File: src/rtl/dac_spi_tx.sv
// dac_spi_tx: serialises one 12-bit DAC code as a 16-bit SPI frame (MSB first, sync_n framed).
// Latency: frame starts the cycle after start is accepted; 32*CLK_DIV shift cycles + CLK_DIV done cycles.
// Backpressure: start is honoured only in IDLE; requests while busy (incl. done_tick cycle) are dropped.
//
// Ports:
//   clk, rst          - system clock (rising edge), asynchronous active-high reset
//   start, data[11:0] - send request and DAC code, both sampled only while idle
//   pd_mode[1:0]      - power-down mode bits, present only when DAC_PD_MODE_EN is defined
//   dac_sync_n        - frame select, low for the 16 bit windows
//   dac_sclk          - serial clock, idles high, DAC samples on its falling edge
//   dac_sdata         - serial data, changes only when dac_sclk rises (window boundary)
//   busy, done_tick   - frame in progress / one-cycle pulse in the last DONE cycle
//
// Optional feature macro: DAC_PD_MODE_EN (adds pd_mode, placed in frame bits 13:12).
// Parameter CLK_DIV: clk cycles per half SCLK period, 1..255.

module dac_spi_tx #(
    parameter int CLK_DIV = 2
) (
    input  logic        clk,
    input  logic        rst,
    input  logic        start,
    input  logic [11:0] data,
`ifdef DAC_PD_MODE_EN
    input  logic [1:0]  pd_mode,
`endif
    output logic        dac_sync_n,
    output logic        dac_sclk,
    output logic        dac_sdata,
    output logic        busy,
    output logic        done_tick
);

    localparam logic [1:0] ST_IDLE  = 2'd0;
    localparam logic [1:0] ST_SHIFT = 2'd1;
    localparam logic [1:0] ST_DONE  = 2'd2;

    // Terminal count of the half-period counter.
    localparam logic [7:0] HALF_MAX = 8'(CLK_DIV - 1);

    // Bits 13:12 of the frame: the power-down selection, or 00 (normal operation).
    logic [1:0] pd_eff;
`ifdef DAC_PD_MODE_EN
    assign pd_eff = pd_mode;
`else
    assign pd_eff = 2'b00;
`endif

    logic [1:0]  state_q, state_d;
    logic [7:0]  hcnt_q, hcnt_d;     // cycles within the current half period
    logic        phase_q, phase_d;   // 0: SCLK-high half of a window, 1: SCLK-low half
    logic [3:0]  bit_q, bit_d;       // index k of the current bit window
    logic [15:0] frame_q, frame_d;   // shift register; bit 15 is the bit on the wire

    logic half_end;
    assign half_end = (hcnt_q == HALF_MAX);

    always_comb begin
        state_d = state_q;
        hcnt_d  = hcnt_q;
        phase_d = phase_q;
        bit_d   = bit_q;
        frame_d = frame_q;

        case (state_q)
            ST_IDLE: begin
                hcnt_d  = 8'd0;
                phase_d = 1'b0;
                bit_d   = 4'd0;
                if (start) begin
                    frame_d = {2'b00, pd_eff, data};
                    state_d = ST_SHIFT;
                end
            end

            ST_SHIFT: begin
                if (half_end) begin
                    hcnt_d = 8'd0;
                    if (!phase_q) begin
                        // SCLK falls here; data stays put so the DAC samples a stable bit.
                        phase_d = 1'b1;
                    end else begin
                        // Window boundary: SCLK rises and the next bit moves to the wire.
                        phase_d = 1'b0;
                        frame_d = {frame_q[14:0], 1'b0};
                        bit_d   = bit_q + 4'd1;
                        if (bit_q == 4'd15) begin
                            state_d = ST_DONE;
                        end
                    end
                end else begin
                    hcnt_d = hcnt_q + 8'd1;
                end
            end

            ST_DONE: begin
                if (half_end) begin
                    hcnt_d  = 8'd0;
                    state_d = ST_IDLE;
                end else begin
                    hcnt_d = hcnt_q + 8'd1;
                end
            end

            default: begin
                state_d = ST_IDLE;
                hcnt_d  = 8'd0;
                phase_d = 1'b0;
                bit_d   = 4'd0;
            end
        endcase
    end

    always_ff @(posedge clk or posedge rst) begin
        if (rst) begin
            state_q <= ST_IDLE;
            hcnt_q  <= 8'd0;
            phase_q <= 1'b0;
            bit_q   <= 4'd0;
            frame_q <= 16'd0;
        end else begin
            state_q <= state_d;
            hcnt_q  <= hcnt_d;
            phase_q <= phase_d;
            bit_q   <= bit_d;
            frame_q <= frame_d;
        end
    end

    // Outputs decode directly from reset flops, so an asserted rst reaches the
    // pins in the same cycle without waiting for a clock edge.
    assign busy       = (state_q != ST_IDLE);
    assign dac_sync_n = (state_q != ST_SHIFT);
    assign dac_sclk   = !((state_q == ST_SHIFT) && phase_q);
    assign dac_sdata  = (state_q == ST_SHIFT) && frame_q[15];
    assign done_tick  = (state_q == ST_DONE) && half_end;

endmodule

File: config.mk
export PLATFORM = sky130hd
export DESIGN_NAME = dac_spi_tx
export DESIGN_NICKNAME = d
export VERILOG_FILES = /design/src/rtl/dac_spi_tx.sv
export SDC_FILE = /design/constraint.sdc
export NUM_CORES = 1
export LEC_CHECK = 0
export BUFFER_PORTS_ARGS = -buffer_cell sky130_fd_sc_hd__clkbuf_2
export CORE_UTILIZATION = 40
export DETAILED_ROUTE_END_ITERATION = 6
export PLACE_DENSITY = 0.62
export SLEW_MARGIN = 10
export SYNTH_ARGS = -nofsm -noshare
export SYNTH_HDL_FRONTEND = slang
export SYNTH_SLANG_ARGS = --single-unit
File: constraint.sdc
create_clock -name clk -period 3.9 [get_ports clk]
set_input_delay 0.78 -clock clk [delete_from_list [all_inputs] [get_ports clk]]
set_output_delay 0.78 -clock clk [all_outputs]
set_load 0.05 [all_outputs]
==> run_results.csv <==
group,metric,value,unit
worst_setup_path,path_class,"reg2out",
timing,setup-violations-final,0,
timing,fmax,393.1,MHz
die,start_util,42.83,%
detailed_routing,routed-via-count,1160,
timing,finalClockSkew,0.005012,ns
worst_setup_path,end_kind,"output port",
synth,synth_seq_area_share,48.02,%
die,dieArea,4296,µm²
job,drv_cap,0,
synth,ys_types,40,
synth,yosysTopAreaCell,"dfrtp_1",
detailed_routing,route.detailed.drc,0,
grt,grt_use_total,15.85,%
clocking,cts_root_buf,"clkbuf_8",
timing,finalHoldViolations,0,
synth,synth_top_flop_cell,"dfrtp_1",
synth,synth_edf_count,0,
die,rows,22,
detailed_routing,dr.pass1.iters,4,
cells_and_area,insertedDiodeCount,0,
synth,synth_warnings,0,
clocking,htree_levels,2,
pwr,ir_drop,0.4452,mV
cells_and_area,nFillCells,340,
cells_and_area,multi_input_area,763.2,µm²
place,globalplace.congestion,0.8253,
synth,synth_top_area_share,48.02,%
timing,fin_crit_sh,65.23,%
clocking,cts.sinks,31,
timing,relSlewSlack,64.95,%
worst_setup_path,worstSetupStartpointType,"flop",
die,io_pins,20,
clocking,tritoncts,"done",
grt,globalRouteMet3Util,4.861,%
synth,synthCells,149,
pwr,p_leak,0.8486,nW
cells_and_area,seq_area,775.7,µm²
synth,synthesis.nets,170,
place,dpl.hpwl,2161,µm
timing,finalCriticalPeriod,2.544,ns
clocking,post_cts_resized,0,
detailed_routing,drt_iter0_markers,60,
synth,async_reset_ff_share,100.0,%
outcome,status,"finished clean",
grt,antenna_found_initial,0,
grt,grt_pass1_vias,1151,
synth,ys_ff_latch,31,
place,post_dp_cell_area,1747,µm²
timing,fin_tns_setup,0,ns
cells_and_area,layout-area-overhead-vs-synth,15.41,%
clocking,clk_pin_slew_worst_paths,0.07,ns
grt,overflow,0,
place,place.port_buffers,19,
detailed_routing,wl_per_cell,13.68,µm
die,die_w,65.55,µm
clocking,cts_max_path_buffers,2,
clocking,post_cts_buffers,0,
cells_and_area,fin_nets,193,
clocking,clkLatencyLatePin,0.28,ns
grt,use_met1,20.90,%
synth,syn_avg_cell_area,10.84,µm²
detailed_routing,ant_nets,0,
cells_and_area,fin_util,49.44,%
synth,synth.area.top_cells,"dfrtp_1, o221a_2, ha_1",
timing,rsz0062_at_grt,"no",
pwr,powerDensity,707.1,nW/µm²
worst_setup_path,cp.required,3.12,ns
timing,drv_slew,0,
synth,syn-cell-area,1615,µm²
grt,grt_max_degree,32,
die,dieHeight,65.55,µm
detailed_routing,drt-total-wl,3024,µm
clocking,ctsHoldBuffers,0,
clocking,cts_made_buffers,5,
worst_setup_path,cp.arrival,1.76,ns
grt,grt_pass1_wl,5168,µm
cells_and_area,layout-drive-gt1-share,32.37,%
detailed_routing,vias_per_cell,5.249,
worst_setup_path,path_max_fanout,6,
timing,tightest_slew,0.5185,ns
die,core,3771,µm²
worst_hold_path,hold_path_class,"reg2reg",
cells_and_area,postLayoutCellArea,1864,µm²
grt,use_met2,24.48,%
grt,busiest_layer,"met2",
==> kinds of logic after synthesis <==
kind of cell / after synthesis / synth area share (%)
fa+ha+maj: 6 / 4.647
mux: 6 / 3.718
buf+inv: 16 / 4.724
simple gates: 57 / 20.14
flops: 31 / 48.02
xor+xnor: 6 / 3.254
compound gates: 27 / 15.49
==> layout by cell type, fill, tap and decap left out, drive strengths merged, types with 2 or more instances in the layout <==
| master | synthesis | final |
|---|---|---|
| inv | 12 | 12 |
| dfrtp | 31 | 31 |
| and2 | 2 | 2 |
| and3 | 3 | 3 |
| xor2 | 3 | 3 |
| clkbuf | 1 | 25 |
| xnor2 | 3 | 3 |
| o21ai | 2 | 2 |
| o211ai | 2 | 2 |
| o31ai | 2 | 2 |
| nor4b | 2 | 2 |
| nor2 | 12 | 12 |
| nand2 | 12 | 12 |
| a21oi | 3 | 3 |
| nor3 | 2 | 2 |
| ha | 6 | 6 |
| mux2i | 6 | 6 |
| o22ai | 2 | 2 |
| nand3 | 8 | 8 |
| or2 | 12 | 12 |
| o221a | 11 | 11 |
==> per-layer routing <==
layer  vias up  wire length (µm)
li1        571                 -
met5         -                 0
met1       562              1399
met2        23              1433
met3         4               151
met4         0                39
==> critical path: stages (launching register included) <==
cell and delay (ns):
dfrtp_1 0.40, inv_1 0.06, ha_1 0.15, nor4b_4 0.35, and3_2 0.26, clkbuf_2 0.27
==> path summary, 6_finish.rpt <==
check | startpoint | to | slack [ns] | depth (start not counted)
setup / recovery | hcnt_q[1]$_DFF_PP0_ | done_tick | 1.36 | 5
hold / removal | hcnt_q[0]$_DFF_PP0_ | hcnt_q[0]$_DFF_PP0_ | 0.49 | 1
setup reg to reg | state_q[1]$_DFFE_PP0P_ | frame_q[8]$_DFFE_PP0P_ | 1.69 | 6
hold reg to reg | hcnt_q[0]$_DFF_PP0_ | hcnt_q[0]$_DFF_PP0_ | 0.49 | 1
max in group asynchronous | rst | state_q[1]$_DFFE_PP0P_ | 3.07 | 3
min in group asynchronous | rst | frame_q[3]$_DFFE_PP0P_ | 0.55 | 3
==> stage by stage <==
step | worst slack [ns] | cells | hold slack (ns) | power, mW
floorplan | 1.878 | 149 | 0.4608 | 0.9022
finish | 1.356 | 221 | 0.4936 | 1.318
global placement | 1.681 | 213 | 0.4773 | 0.9846
detailed placement | 1.666 | 213 | 0.4848 | 1.004
global route | 1.263 | 221 | 0.5241 | 1.407
CTS | 1.350 | 221 | 0.4972 | 1.332
==> area by class of cell <==
| class | instances | share of cell area (%) |
|---|---|---|
| sequential | 31 | 41.61 |
| multi-input combinational | 102 | 40.94 |
| timing repair buffer | 20 | 5.503 |
| clock buffer | 6 | 4.430 |
| tap | 48 | 3.221 |
| inverter | 12 | 2.416 |
| clock inverter | 2 | 1.879 |
==> power breakdown <==
group / internal [mW] / switching (mW) / leakage [nW]
clock: 0.206 / 0.118 / 0.0612
sequential: 0.420 / 0.0707 / 0.392
combinational: 0.204 / 0.300 / 0.396
total: 0.830 / 0.488 / 0.849
==> state kept, by name, indices dropped and copies added (netlist names) <==
name,cells
state_q,2
frame_q,16
bit_q,4
phase_q,1
hcnt_q,8
==> synthesized netlist by cell type (all sizes together), types with 3 or more instances <==
cell,count
nor2,12
xnor2,3
ha,6
o221a,11
inv,12
buf,3
a21oi,3
dfrtp,31
mux2i,6
and3,3
nand2,12
or2,12
xor2,3
nand3,8
Power figures use the tool's default switching activity.
